--- src/rtl/muldiv_unit.sv ---
// muldiv_unit: iterative RV M-extension multiply/divide unit.
//
// Computes one bit per cycle. Multiplication uses shift-add on operand
// magnitudes. Division is restoring, MSB first. The sign correction is folded
// into the register write on the final iteration, so no extra cycle is spent
// on it. Divide-by-zero and signed overflow bypass the iteration and finish
// one cycle after accept.
//
// Ports:
//   clk        clock, rising edge
//   rst_n      asynchronous active-low reset
//   flush      synchronous abort of any operation in flight
//   in_valid   request valid          in_ready  high only in IDLE
//   funct3     M-extension operation select
//   op_a       rs1 (multiplicand / dividend)
//   op_b       rs2 (multiplier / divisor)
//   rd_in      destination tag, returned unchanged on rd_out
//   out_valid  result valid           out_ready consumer accepts result
//   result     operation result       rd_out    tag of completed operation
//   busy       high in CALC or DONE
module muldiv_unit #(
    parameter int XLEN = 32,
    parameter int RD_W = 5,
    localparam int CNT_W = $clog2(XLEN) + 1
) (
    input  logic            clk,
    input  logic            rst_n,
    input  logic            flush,
    input  logic            in_valid,
    output logic            in_ready,
    input  logic [2:0]      funct3,
    input  logic [XLEN-1:0] op_a,
    input  logic [XLEN-1:0] op_b,
    input  logic [RD_W-1:0] rd_in,
    output logic            out_valid,
    input  logic            out_ready,
    output logic [XLEN-1:0] result,
    output logic [RD_W-1:0] rd_out,
    output logic            busy
);

    typedef enum logic [1:0] {
        S_IDLE = 2'd0,
        S_CALC = 2'd1,
        S_DONE = 2'd2
    } state_t;

    localparam logic [XLEN-1:0] MOST_NEG = {1'b1, {(XLEN-1){1'b0}}};

    function automatic logic [XLEN-1:0] neg_if(input logic [XLEN-1:0] v, input logic n);
        return n ? (~v + 1'b1) : v;
    endfunction

    function automatic logic [2*XLEN-1:0] neg2_if(input logic [2*XLEN-1:0] v, input logic n);
        return n ? (~v + 1'b1) : v;
    endfunction

    state_t            state_q;
    logic [CNT_W-1:0]  cnt_q;
    logic [XLEN-1:0]   hi_q;       // product high half / partial remainder
    logic [XLEN-1:0]   lo_q;       // multiplier shifting out / dividend->quotient
    logic [XLEN-1:0]   opnd_q;     // multiplicand or divisor magnitude
    logic              is_div_q;
    logic              is_rem_q;
    logic              hi_sel_q;
    logic              neg_q;
    logic [RD_W-1:0]   rd_pend_q;
    logic [XLEN-1:0]   result_q;
    logic [RD_W-1:0]   rd_out_q;
    logic              out_valid_q;

    // Request decode, evaluated on the live inputs for the accept edge.
    logic            div_op, rem_op, a_signed, b_signed, sign_a, sign_b, neg_in;
    logic            special, hi_sel_in;
    logic [XLEN-1:0] a_mag, b_mag, special_res;

    always_comb begin
        div_op      = funct3[2];
        rem_op      = funct3[2] & funct3[1];
        hi_sel_in   = ~funct3[2] & (funct3[1:0] != 2'b00);
        if (div_op) begin
            a_signed = ~funct3[0];
            b_signed = ~funct3[0];
        end else begin
            a_signed = (funct3[1:0] == 2'b01) || (funct3[1:0] == 2'b10);
            b_signed = (funct3[1:0] == 2'b01);
        end
        sign_a      = a_signed & op_a[XLEN-1];
        sign_b      = b_signed & op_b[XLEN-1];
        neg_in      = rem_op ? sign_a : (sign_a ^ sign_b);
        a_mag       = neg_if(op_a, sign_a);
        b_mag       = neg_if(op_b, sign_b);
        special     = 1'b0;
        special_res = '0;
        if (div_op && (op_b == '0)) begin
            special     = 1'b1;
            special_res = funct3[1] ? op_a : '1;
        end else if (div_op && !funct3[0] && (op_a == MOST_NEG) && (op_b == '1)) begin
            special     = 1'b1;
            special_res = funct3[1] ? '0 : op_a;
        end
    end

    // One iteration of the active algorithm, plus the sign-corrected result
    // that is written when this iteration is the last.
    logic [XLEN:0]     mul_sum, div_shift, div_diff;
    logic [XLEN-1:0]   hi_d, lo_d, fin_d;
    logic [2*XLEN-1:0] prod_s;

    always_comb begin
        mul_sum   = {1'b0, hi_q} + {1'b0, (lo_q[0] ? opnd_q : {XLEN{1'b0}})};
        div_shift = {hi_q, lo_q[XLEN-1]};
        div_diff  = div_shift - {1'b0, opnd_q};
        if (is_div_q) begin
            // Borrow out of the trial subtraction means the divisor did not fit.
            hi_d = div_diff[XLEN] ? div_shift[XLEN-1:0] : div_diff[XLEN-1:0];
            lo_d = {lo_q[XLEN-2:0], ~div_diff[XLEN]};
        end else begin
            hi_d = mul_sum[XLEN:1];
            lo_d = {mul_sum[0], lo_q[XLEN-1:1]};
        end
        prod_s = neg2_if({hi_d, lo_d}, neg_q);
        if (is_div_q)
            fin_d = neg_if(is_rem_q ? hi_d : lo_d, neg_q);
        else
            fin_d = hi_sel_q ? prod_s[2*XLEN-1:XLEN] : prod_s[XLEN-1:0];
    end

    always_ff @(posedge clk or negedge rst_n) begin
        if (!rst_n) begin
            state_q     <= S_IDLE;
            cnt_q       <= '0;
            hi_q        <= '0;
            lo_q        <= '0;
            opnd_q      <= '0;
            is_div_q    <= 1'b0;
            is_rem_q    <= 1'b0;
            hi_sel_q    <= 1'b0;
            neg_q       <= 1'b0;
            rd_pend_q   <= '0;
            result_q    <= '0;
            rd_out_q    <= '0;
            out_valid_q <= 1'b0;
        end else if (flush) begin
            state_q     <= S_IDLE;
            cnt_q       <= '0;
            out_valid_q <= 1'b0;
        end else begin
            case (state_q)
                S_IDLE: begin
                    if (in_valid) begin
                        is_div_q  <= div_op;
                        is_rem_q  <= rem_op;
                        hi_sel_q  <= hi_sel_in;
                        neg_q     <= neg_in;
                        rd_pend_q <= rd_in;
                        hi_q      <= '0;
                        lo_q      <= div_op ? a_mag : b_mag;
                        opnd_q    <= div_op ? b_mag : a_mag;
                        if (special) begin
                            result_q    <= special_res;
                            rd_out_q    <= rd_in;
                            out_valid_q <= 1'b1;
                            state_q     <= S_DONE;
                        end else begin
                            cnt_q   <= CNT_W'(XLEN);
                            state_q <= S_CALC;
                        end
                    end
                end
                S_CALC: begin
                    hi_q  <= hi_d;
                    lo_q  <= lo_d;
                    cnt_q <= cnt_q - 1'b1;
                    // Counter at 1 means this edge performs the last iteration.
                    if (cnt_q == CNT_W'(1)) begin
                        result_q    <= fin_d;
                        rd_out_q    <= rd_pend_q;
                        out_valid_q <= 1'b1;
                        state_q     <= S_DONE;
                    end
                end
                S_DONE: begin
                    if (out_ready) begin
                        out_valid_q <= 1'b0;
                        state_q     <= S_IDLE;
                    end
                end
                default: begin
                    out_valid_q <= 1'b0;
                    state_q     <= S_IDLE;
                end
            endcase
        end
    end

    assign in_ready  = (state_q == S_IDLE);
    assign busy      = (state_q != S_IDLE);
    assign out_valid = out_valid_q;
    assign result    = result_q;
    assign rd_out    = rd_out_q;

endmodule

--- config.mk ---
export PLATFORM = sky130hd
export DESIGN_NAME = muldiv_unit
export DESIGN_NICKNAME = d
export VERILOG_FILES = /design/src/rtl/muldiv_unit.sv
export SDC_FILE = /design/constraint.sdc
export NUM_CORES = 1
export LEC_CHECK = 0
export CORE_AREA = 2 2 183 185
export CTS_CLUSTER_DIAMETER = 80
export DETAILED_ROUTE_END_ITERATION = 8
export DIE_AREA = 0 0 185 187
export PLACE_DENSITY = 0.83
export REMOVE_ABC_BUFFERS = 1
export SYNTH_ARGS = -nofsm -noshare
export SYNTH_HDL_FRONTEND = slang
export SYNTH_SLANG_ARGS = --single-unit
--- constraint.sdc ---
create_clock -name clk -period 6.8 [get_ports clk]
set_clock_uncertainty 0.1 [all_clocks]
set_input_delay 1.7 -clock clk [delete_from_list [all_inputs] [get_ports clk]]
set_output_delay 1.7 -clock clk [all_outputs]
set_load 0.03 [all_outputs]
# Word-level counts from Yosys, hierarchy flattened

Cells that the tools add are included.
Widths: inputs -> output; s select.

Input port bits: 77
Output and inout port bits: 40
Logic and storage cells: 116
Bits in registers: 151

Reduce and logical (&&, ||, !) cells: 18
Multiplexer cells: 50
Equality and inequality tests: 15
Bitwise logic cells: 13
Add/sub/neg operators: 7

Operators with widths:

| cell                  | count |
|---|---|
| $mux 32               | 21 |
| $pmux 32 s2           | 3 |
| $add 32x1->32 const B | 3 |
| $not 32->32           | 3 |
| $add 64x1->64 const B | 1 |
| $eq 32x32->1 const B  | 2 |
| $mux 64               | 1 |
| $not 64->64           | 1 |
| $add 32x32->33        | 1 |
| $sub 33x32->33        | 1 |
| $logic_not 32->1      | 1 |
| $mux 6                | 3 |
| $mux 5                | 3 |
| $ne 3x3->1 const B    | 4 |
| $pmux 6 s2            | 1 |
| $reduce_and 3->1      | 4 |
| $mux 1                | 10 |
| $mux 2                | 5 |
| $pmux 5 s2            | 1 |
| $eq 6x1->1 const B    | 1 |
| $pmux 2 s3            | 1 |
| $reduce_bool 2->1     | 3 |
| $sub 6x1->6 const B   | 1 |
| $reduce_and 5->1      | 1 |
| 15 further kinds      | 27 |

# Depth between registers and ports, before layout

Gate-level depths: netlist of the first run.

Depth in word-level cells: 10
Gate-level depth with buffers: 27
Gate-level depth less buffers: 24

# Worst setup path before layout of the first run

Ideal clock, no wire load.

Path type: register to register
From: reg lo_q[31]
To: reg result_q[24], in the netlist result[24]
Slack: -206 ps
Required time: 6,574 ps
Setup time: 126 ps
Path buffers: 3
Data arrival time: 6,779 ps
Stages on the path, launching flop included: 28
Period minus slack after synthesis: 7,006 ps
Path through: dfrtp_1 inv_1 ha_1 inv_1 fa_1 a211oi_1 o21a_1 a21boi_1 o211ai_2 a211o_1 buf_2 buf_1 clkbuf_1 nor2_1 a21oi_1 ha_1 o2111ai_1 or2_2 or3_1 or3_1 or2_2 or3_1 nor4bb_1 nand2_1 or3_1 nand2_1 xnor2_1 a311o_1

Cells in the longest elaborated chain, start to end: 10
Elaborated cells between the ends (all ways): 16
Those cells by class: add/sub (3); mux (10); bitwise (3)

RTL lines:

| element                                      | RTL line | source |
|---|---|---|
| from (decl)                                  | 61       | `logic [XLEN-1:0] lo_q;` |
| from (signal assigned)                       | 158      | `lo_q <= div_op ? a_mag : b_mag;` |
| from (signal assigned)                       | 173      | `lo_q <= lo_d;` |
| $sub 33x32->33                               | 113      | `div_diff = div_shift - {1'b0, opnd_q};` |
| $mux 32 or $not 1->1 (tied branches)         | 116, 117 |  |
| $mux 32                                      | 114      | `if (is_div_q) begin` |
| $not 64->64 or $mux 32 (tied branches)       | 55, 124  |  |
| $add 64x1->64 or $not 32->32 (tied branches) | 55, 51   |  |
| $mux 64 or $add 32x1->32 (tied branches)     | 55, 51   |  |
| $mux 32, on equally long branches            | 126, 51  |  |
| $mux 32 *                                    | 123      | `if (is_div_q)` |
| $mux 32 *                                    | 176      | `if (cnt_q == CNT_W'(1)) begin` |
| $pmux 32 s2 *                                | 149      | `case (state_q)` |
| to (signal assigned)                         | 161      | `result_q <= special_res;` |
| to (signal assigned)                         | 177      | `result_q <= fin_d;` |
| to (decl)                                    | 68       | `logic [XLEN-1:0] result_q;` |

Every way passes the cells marked *; elsewhere a longest branch is shown, timed or not. The select of a mux whose other input is x is not followed.
A chain may end at the register's enable or synchronous reset.

# Final worst setup path of the first run

From: reg hi_q[24]
To: reg result_q[24], in the netlist result[24]

Cells in the longest elaborated chain, start to end: 10
Elaborated cells between the ends (all ways): 17
Those cells by class: add/sub (4); mux (10); bitwise (3)

RTL lines:

| element                                      | RTL line | source |
|---|---|---|
| from (decl)                                  | 60       | `logic [XLEN-1:0] hi_q;` |
| from (signal assigned)                       | 172      | `hi_q <= hi_d;` |
| $sub 33x32->33                               | 113      |  |
| $mux 32 or $not 1->1 (tied branches)         | 116, 117 |  |
| $mux 32                                      | 114      |  |
| $not 64->64 or $mux 32 (tied branches)       | 55, 124  |  |
| $add 64x1->64 or $not 32->32 (tied branches) | 55, 51   |  |
| $mux 64 or $add 32x1->32 (tied branches)     | 55, 51   |  |
| $mux 32, on equally long branches            | 126, 51  |  |
| $mux 32 *                                    | 123      |  |
| $mux 32 *                                    | 176      |  |
| $pmux 32 s2 *                                | 149      |  |

Marks and branches as above.

==> impl.org, run 1 <==
** Yosys
- After synthesis the cells add up to 17700 um^2.
- Most instantiated cells after synthesis :: sky130_fd_sc_hd__nand2_1, sky130_fd_sc_hd__o21ai_0, sky130_fd_sc_hd__nor2_1
- Number of warning messages in the yosys log :: 0
- Of all flip-flops after synthesis, the portion carrying an async set or reset was 100%.
- Area share of the largest cell type after synthesis :: 21.3%
- Dominant cells by area after synthesis :: sky130_fd_sc_hd__dfrtp_1, sky130_fd_sc_hd__o21ai_0, sky130_fd_sc_hd__nand2_1
- Mean instance size in the synthesized netlist :: 7.17 um^2
- Number of synthesized flops with an enable pin :: 0
- Prevailing post-synth register cell :: sky130_fd_sc_hd__dfrtp_1
- Most numerous cell in the Yosys netlist :: sky130_fd_sc_hd__nand2_1
- In this run, distinct cell masters in the synthesized netlist total 87.
- After technology mapping, the gate count stands at 2475.
- Number of flip-flops and latches in the synthesized netlist :: 151
- Sequential share of the synthesized area :: 21.3%
- Area leader, netlist :: sky130_fd_sc_hd__dfrtp_1

** Power and ir drop
- Proportion of power drawn by the clock network :: 12.1%
- Power density over the cells :: 410 nW/um^2
- The analysis attributes to cell leakage a power of 8.15 nW.
- Net switching is 54.9% of the power.
- The analysis attributes to net switching a power of 0.00452 W.
- VDD sags by at most 0.234 mV.
- Share of total power in sequential cells :: 18.8%
- Combinational group share of total power :: 69.1%
- The internal power of the cells totals 0.00372 W.

** Global routing
- Number of antenna violations at the first check in global routing :: 1
- Overflow left after global routing :: 0
- For this run, the total global-route usage over all layers was measured as 41.1%.
- The via count of the first global-routing pass came to 18.4k.
- Maximum number of pins on one net before global-route repair :: 101
- The first global-routing pass estimated 108000 um of wire.

** Die
- Die Width :: 185 um
- IO Pins :: 117
- Core box area :: 32900 um^2
- Number of core rows :: 67
- The die covers 34600 um^2.
- Initial Utilization :: 54.0%
- Die height :: 187 um

** Detailed routing
- The count of nets left with antenna violations once routing finished came out at 0.
- Post-detailed-route wirelength per cell :: 24.1 um
- For this block, the initial DRC count from the detailed router was 2682.
- Number of vias per cell :: 6.73
- Summing over every cut layer, the via total after detailed routing is 20.1k.
- Wire length after detailed routing :: 72200 um
- For this run, design rule violations remaining after detail routing come to 0.
- Before antenna repair, the detailed router went through 6 iterations.

** Layout
- Cells with a size suffix above 1 make up 7.64% of the layout.
- Measured on the finished design, the core utilization comes to 61.0%.
- Relative to the synthesized area, the layout overhead comes to 13.0%.
- Once layout is done, the placed cells without fillers occupy 20100 um^2.
- In the final design database the tool counted 2677 nets.
- Area of the multi-input gates :: 13200 um^2
- Area taken by flip-flops and latches :: 3780 um^2
- Fillers :: 3073

** Setup path
- In this run the worst path has a maximum fanout of 8.
- Data on the critical path is required at its endpoint by 7.04 ns.
- The worst register-to-register path has a setup slack of 0.31 ns.
- STA classifies the critical path endpoint as a flip-flop.
- End of the worst register-to-register path :: result[24]$_DFFE_PN0P_
- Worst setup path category :: flip-flop to flip-flop
- In this run the critical register-to-register path is launched from hi_q[24]$_DFFE_PN0P_.
- Worst EP arrival :: 6.73 ns
- Category of the worst setup path launch point :: flip-flop
- Reg2Reg Depth :: 22

** Worst hold path
- The worst hold path belongs to the class flip-flop to flip-flop.
- In this run the most critical hold path is launched from result[15]$_DFFE_PN0P_.
- For hold timing, the worst endpoint is result[15]$_DFFE_PN0P_.
- Counting instances, the worst hold path has a depth of 1.

** STA
- Setup repair after global routing left no endpoint under its margin.
- Hold is met by 0.400 ns.
- Tmin final :: 6.49 ns
- The number of slew-limit violations in the final report came to 0.
- Setup violations remaining at the end of the flow were counted as 0.
- Slew at the pin closest to its max-slew limit :: 1.18 ns
- Maximum operating frequency :: 0.154 GHz
- The worst pin sits at a relative slew slack of 21.5%.
- Dividing the final minimum period by the clock period gives 95.4%.
- Final hold violation count :: 0

** CTS
- For the worst-skew pair, the clock arrives at the later sink with an insertion delay of 0.46 ns.
- Number of sinks handled by clock tree synthesis :: 151
- Buffer cell driving the clock tree root :: sky130_fd_sc_hd__clkbuf_16
- Clock tree synthesis inserted a total of 17 buffers.
- After clock tree synthesis, the clock-pin slew on the worst setup and hold paths is 0.08 ns.
- Maximum root-to-sink buffer count :: 2
- CTS built an H-tree with a depth of 4.
- TritonCTS built the clock tree.

** Place
- In this run the cell area measured after placement is 19400 um^2.
- # port buffers :: 116
- Detailed placer's ending HPWL :: 55700 um
- At the end of routability-driven placement, the weighted congestion stood at 1.01.

** Job
- The tool flagged a number of max-cap violations equal to 0.

** Status
- Status :: completed
[registers in the layout, indices dropped and copies added (netlist names)]
register and cells:
state_q 2, neg_q 1, rd_out 5, is_div_q 1, rd_pend_q 5, result 32, hi_q 32, opnd_q 32
out_valid 1, is_rem_q 1, cnt_q 6, lo_q 32, hi_sel_q 1
[layer usage]
layer  GRT usage (%)  wire (um)
met3            10.4       8250
met4            14.3       2470
met2            61.5      31000
met5               0          0
met1            57.4      30500
[placed cells by master, fill, tap and decap left out, types with 29 or more instances in the layout]
master                            netlist  routed
sky130_fd_sc_hd__or3_1                 29      29
sky130_fd_sc_hd__mux2i_1               66      66
sky130_fd_sc_hd__o31ai_1               34      34
sky130_fd_sc_hd__clkdlybuf4s50_1        0     114
sky130_fd_sc_hd__a31oi_1               36      36
sky130_fd_sc_hd__ha_1                  73      73
sky130_fd_sc_hd__inv_1                 64      63
sky130_fd_sc_hd__nand2_1              301     300
sky130_fd_sc_hd__nand3_1               36      36
sky130_fd_sc_hd__a211oi_1              49      48
sky130_fd_sc_hd__and2_1                50      50
sky130_fd_sc_hd__o21ai_0              271     271
sky130_fd_sc_hd__a21oi_1              218     217
sky130_fd_sc_hd__xnor2_1               84      84
sky130_fd_sc_hd__o211ai_1              39      39
sky130_fd_sc_hd__nor2_1               268     266
sky130_fd_sc_hd__buf_4                  1      71
sky130_fd_sc_hd__dfrtp_1              151     148
sky130_fd_sc_hd__nand4_1               31      31
sky130_fd_sc_hd__nor3_1                59      57
sky130_fd_sc_hd__mux2_2                31      31
sky130_fd_sc_hd__xor2_1                73      73
[worst max path at each step]
| stage | slack [ns] | depth (start not counted) | start | endpoint |
|---|---|---|---|---|
| 6_report | 0.31 | 22 | hi_q[24]$_DFFE_PN0P_ | result[24]$_DFFE_PN0P_ |
| 5_1_grt | 0.05 | 25 | lo_q[31]$_DFFE_PN0P_ | result[24]$_DFFE_PN0P_ |
| 4_1_cts | 0.12 | 24 | lo_q[31]$_DFFE_PN0P_ | result[24]$_DFFE_PN0P_ |
| 3_5_place_dp | -0.17 | 21 | hi_q[25]$_DFFE_PN0P_ | result[24]$_DFFE_PN0P_ |
| 3_3_place_gp | -0.05 | 21 | hi_q[25]$_DFFE_PN0P_ | result[24]$_DFFE_PN0P_ |
| 2_1_floorplan | -2.33 | 15 | is_div_q$_DFFE_PN0P_ | result[30]$_DFFE_PN0P_ |
[stage by stage]
stage	total power [W]	worst slack, ns	cells	TNS, ns
CTS	0.00799	0.117	2985	0
finish	0.00823	0.310	2989	0
detailed placement	0.00697	-0.174	2953	-0.723
global placement	0.00692	-0.0494	2953	-0.0494
global route	0.00867	0.0476	2986	0
floorplan	0.00509	-2.33	2320	-44.49
[kinds of logic after synthesis]
family	after synthesis	synth area share, %
and+or+nand+nor	907	24.0
AOI/OAI and AO/OA	864	30.6
xor gates and xnor gates	157	7.75
adders and majority gates	75	5.37
buffers and inverters	219	4.76
muxes	102	6.28
DFF	151	21.3
[power groups by stage]
stage	logic [W]	registers [W]	clock network (W)
6_report	0.00569	0.00155	0.000999
5_1_grt	0.00607	0.00158	0.00103
4_1_cts	0.00547	0.00153	0.000992
3_5_place_dp	0.00542	0.00155	0
3_3_place_gp	0.00539	0.00152	0
2_1_floorplan	0.00345	0.00164	0
[area by class of cell]
type	instances	share of cell area, %
diodes	3	0.0374
clock buffers	17	2.12
clock inverters	15	0.773
inverters	64	1.20
multi-input cells	2105	65.8
flip-flops and latches	151	18.9
well taps	448	2.79
repair buffers	186	8.40
[worst max-delay path, stage by stage (launching register included)]
cell and delay (ns):
sky130_fd_sc_hd__dfrtp_1 0.42, sky130_fd_sc_hd__ha_1 0.34, sky130_fd_sc_hd__buf_4 0.17, sky130_fd_sc_hd__a21oi_1 0.16
sky130_fd_sc_hd__o21ai_1 0.17, sky130_fd_sc_hd__a211o_1 0.38, sky130_fd_sc_hd__nor3b_2 0.41, sky130_fd_sc_hd__a211o_2 0.22
sky130_fd_sc_hd__nor2_1 0.08, sky130_fd_sc_hd__a21oi_2 0.18, sky130_fd_sc_hd__ha_1 0.21, sky130_fd_sc_hd__o2111ai_1 0.15
sky130_fd_sc_hd__or2_2 0.35, sky130_fd_sc_hd__or3_1 0.36, sky130_fd_sc_hd__or3_1 0.37, sky130_fd_sc_hd__or2_2 0.32
sky130_fd_sc_hd__or3_1 0.42, sky130_fd_sc_hd__nor4bb_4 0.42, sky130_fd_sc_hd__nand2_2 0.20, sky130_fd_sc_hd__or3_1 0.38
sky130_fd_sc_hd__nand2_1 0.10, sky130_fd_sc_hd__xnor2_1 0.08, sky130_fd_sc_hd__a311o_1 0.36
[timing repair]
| action | 4_1_cts | 5_1_grt |
|---|---|---|
| hold buffers | 0 | 0 |
| gates resized for setup | 2 | 6 |
| setup endpoints to repair | 6 | 7 |
| setup buffers | 0 | 1 |
| pin swaps | 0 | 2 |
Note: power is estimated with default switching activity, not from simulation.
==> inputs of run 2 (changes only) <==
--- a/config.mk
+++ b/config.mk
@@ -5,11 +5,11 @@
 export SDC_FILE = /design/constraint.sdc
 export NUM_CORES = 1
 export LEC_CHECK = 0
-export CORE_AREA = 2 2 183 185
+export CORE_AREA = 2 2 247 249
 export CTS_CLUSTER_DIAMETER = 80
 export DETAILED_ROUTE_END_ITERATION = 8
-export DIE_AREA = 0 0 185 187
-export PLACE_DENSITY = 0.83
+export DIE_AREA = 0 0 249 251
+export PLACE_DENSITY = 0.53
 export REMOVE_ABC_BUFFERS = 1
 export SYNTH_ARGS = -nofsm -noshare
 export SYNTH_HDL_FRONTEND = slang
==> run 2 against run 1 <==
Compared with the run above:
- design area up 2.3%
- flip-flop and latch count unchanged
- core utilization down 27 points
- register-to-register slack better by 0.05 ns
- total power up 0.12%
==> impl.org, run 2 (synthesized netlist as in run 1, its figures left out) <==
** Status
- Status :: completed

** Place
- The total of buffers placed on input and output ports was 116 (unchanged).
- The half-perimeter wire length of the detailed placement result is 61100 um (+9.8%).
- The worst setup timing slack at the placement stage was -0.105 ns (+0.0684 ns).
- Last weighted congestion value of the routability-driven placer :: 0.977 (-3.5%)

** Setup path
- Worst EP arrival :: 6.72 ns (about the same)
- The critical path is of the flip-flop to flip-flop type.
- Required time reported for the critical path endpoint :: 7.08 ns (+0.04 ns)
- The largest incremental delay on the critical path is 0.46 ns (+0.04 ns).
- The largest fanout of any net on the critical path is 7 (-1).
- Nature of the critical path endpoint :: flip-flop
- Walking the worst path, the cells encountered are inv_1 > ha_1 > inv_1 > fa_1 > a211oi_2 > o21a_1 > a21boi_1 > o211ai_2 > a211o_2 > nor2_1 > a21oi_2 > ha_1 > o2111ai_1 > or2_2 > or3_1 > or3_1 > or2_2 > or3_1 > nor4bb_4 > nand2_2 > nor2_1 > nor2_1 > mux4_2 > o21ai_0.
- STA classifies the critical path startpoint as a flip-flop.
- The largest individual stage delay along the critical path comes from the cell sky130_fd_sc_hd__mux4_2.

** CTS
- Total setup buffers inserted after CTS :: 0 (unchanged)
- Clk slew on worst S/H paths :: 0.07 ns (about the same)
- The source-to-sink clock delay at the later pin of the worst-skew pair was 0.48 ns (+0.02 ns).
- The number of sinks driven by the clock tree was 151 (unchanged).
- The tree is rooted in a sky130_fd_sc_hd__clkbuf_16.
- TritonCTS built the clock tree.
- The number of buffers on the longest clock path is 2 (unchanged).
- H-tree depth :: 4 (unchanged)
- Total clock buffers created by CTS :: 17 (unchanged)

** Global routing
- Maximum number of pins on one net before global-route repair :: 97 (-4.0%)
- The initial antenna violation count came to 2 (+1).
- First-pass GRT wire length :: 117000 um (+8.0%)
- The total overflow reported by the global router came to 0 (unchanged).
- The via count of the first global-routing pass came to 18.5k (+0.48%).
- The aggregate global-route resource usage is 24.5% (-17 points).

** STA
- The number of slew-limit violations in the final report came to 0 (unchanged).
- Setup slack of the critical path after layout :: 0.356 ns (+0.0456 ns)
- The minimum clock period came to 6.44 ns (-0.0456 ns).
- Final hold violation count :: 0 (unchanged)
- Post-route fraction of the period consumed by the critical path :: 94.8% (-0.67 points)
- The transition time at the pin with the least slew margin came to 1.19 ns (+0.0109 ns).
- Maximum operating frequency :: 0.155 GHz (+0.71%)
- Setup repair after global routing left no endpoint under its margin.
- Count of final setup violators :: 0 (unchanged)
- The headroom to the max-slew limit is 20.4% (-1.1 points).

** Layout
- Fillers :: 6360 (+110%)
- Syn-to-layout area delta :: 15.6%
- The antenna diode instance count came to 0 (-3).
- The post-layout net count came to 2683 (+0.22%).
- Leaving out fill and tap cells, the most frequent cell in the layout is sky130_fd_sc_hd__nand2_1.
- The share of cells above drive strength 1 came to 7.82% (+0.18 points).
- Most frequent cells in the layout :: sky130_fd_sc_hd__nand2_1, sky130_fd_sc_hd__o21ai_0, sky130_fd_sc_hd__nor2_1, sky130_fd_sc_hd__a21oi_1, sky130_fd_sc_hd__dfrtp_1

** Detailed routing
- The number of nets still failing antenna checks after routing was 0 (unchanged).
- Post-detailed-route wirelength per cell :: 23.4 um (-3.0%)
- Number of vias per cell :: 5.85 (-13%)
- The count of unresolved DRC violations after routing was 0 (unchanged).
- Number of search-and-repair iterations in the first detailed-routing pass :: 6 (unchanged)
- Count of vias placed by the detailed router :: 19.5k (-3.2%)
- Iter 0 DRT Violations :: 1966 (-27%)
- The routed wire length came to 77900 um (+7.9%).

** Power and ir drop
- Post-route total power :: 0.00824 W (+0.12%)
- Leakage Power :: 8.18 nW (+0.40%)
- The worst voltage drop across the vdd grid was 0.231 mV (-1.1%).
- The power density normalized to cell area came to 402 nW/um^2 (-2.1%).

** Job
- The total of max-cap violations came to 0 (unchanged).

** Die
- Core box area :: 59800 um^2 (+82%)
- Area enclosed by the die boundary :: 62500 um^2 (+81%)
- Die height :: 251 um (+34%)
- Die Width :: 249 um (+35%)
- Number of core rows :: 90 (+34%)
- IO Pins :: 117 (unchanged)
- The effective utilization at floorplan was 29.7% (-24 points).

** Worst hold path
- The path class of the tightest hold or removal check is flip-flop to flip-flop.
## run 2: changes by cell type in the layout (fill, tap and decap cells not counted), sizes merged
cell      delta
bufinv       +1
buf          +6
clkinv       -2
diode        -3
clkinvlp     +1
## run 2: worst paths after layout
path                                  startpoint                endpoint  slack (ns)  cells past startpoint
setup / recovery            lo_q[31]$_DFFE_PN0P_  result[18]$_DFFE_PN0P_        0.36                     24
setup reg to reg            lo_q[31]$_DFFE_PN0P_  result[18]$_DFFE_PN0P_        0.36                     24
max in group asynchronous                  rst_n   result[9]$_DFFE_PN0P_        4.18                      2
min in group asynchronous                  rst_n   result[4]$_DFFE_PN0P_        1.18                      1
hold reg to reg            result[4]$_DFFE_PN0P_   result[4]$_DFFE_PN0P_        0.39                      1
hold / removal             result[4]$_DFFE_PN0P_   result[4]$_DFFE_PN0P_        0.39                      1
## run 2: where the power goes
part / switching (W) / internal, W
combinational: 0.00366 / 0.00206
sequential: 0.000344 / 0.00117
clock: 0.000495 / 0.000521
total: 0.00450 / 0.00375
## run 2: what timing repair did
| action | 4_1_cts | 5_1_grt |
|---|---|---|
| setup endpoints to repair | 6 | 10 |
| pin swaps | 0 | 0 |
| hold buffers | 0 | 0 |
| gates resized for setup | 1 | 5 |
## run 2: metal layers
metal | global-route usage [%] | wire length, um | vias up
li1 | - | - | 9174
met5 | 0 | 0 | -
met3 | 2.46 | 4700 | 119
met4 | 9.13 | 2570 | 0
met1 | 33.7 | 35400 | 9393
met2 | 39.5 | 35200 | 782
## run 2: worst max-delay path: cells and delay by family, from the launching register on
family          cells  cell delay (ns)
compound gates      8             1.60
fa+ha+maj           3             0.80
flops               1             0.43
buf+inv             2             0.19
mux                 1             0.46
simple gates       10             2.75
## run 2: final cells by class
cell class              instances  area, um^2  share of cell area (%)
repair buffers                192        1730                    8.44
flip-flops and latches        151        3790                    18.5
inverters                      64         240                    1.17
well taps                     782         978                    4.77
clock inverters                15         160                   0.781
clock buffers                  17         425                    2.07
multi-input cells            2105       13200                    64.3
## run 2: metrics by stage
stage | cell area (um^2) | instances | setup TNS, ns | hold WS [ns] | utilization [%]
6_report | 20500 | 3326 | 0 | 0.395 | 34.3
5_1_grt | 20500 | 3326 | 0 | 0.424 | 34.3
4_1_cts | 20500 | 3326 | 0 | 0.397 | 34.3
3_5_place_dp | 19900 | 3294 | -0.291 | 0.384 | 33.3
3_3_place_gp | 19900 | 3294 | -0.00299 | 0.372 | 33.3
2_1_floorplan | 17100 | 2320 | -44.49 | 0.345 | -
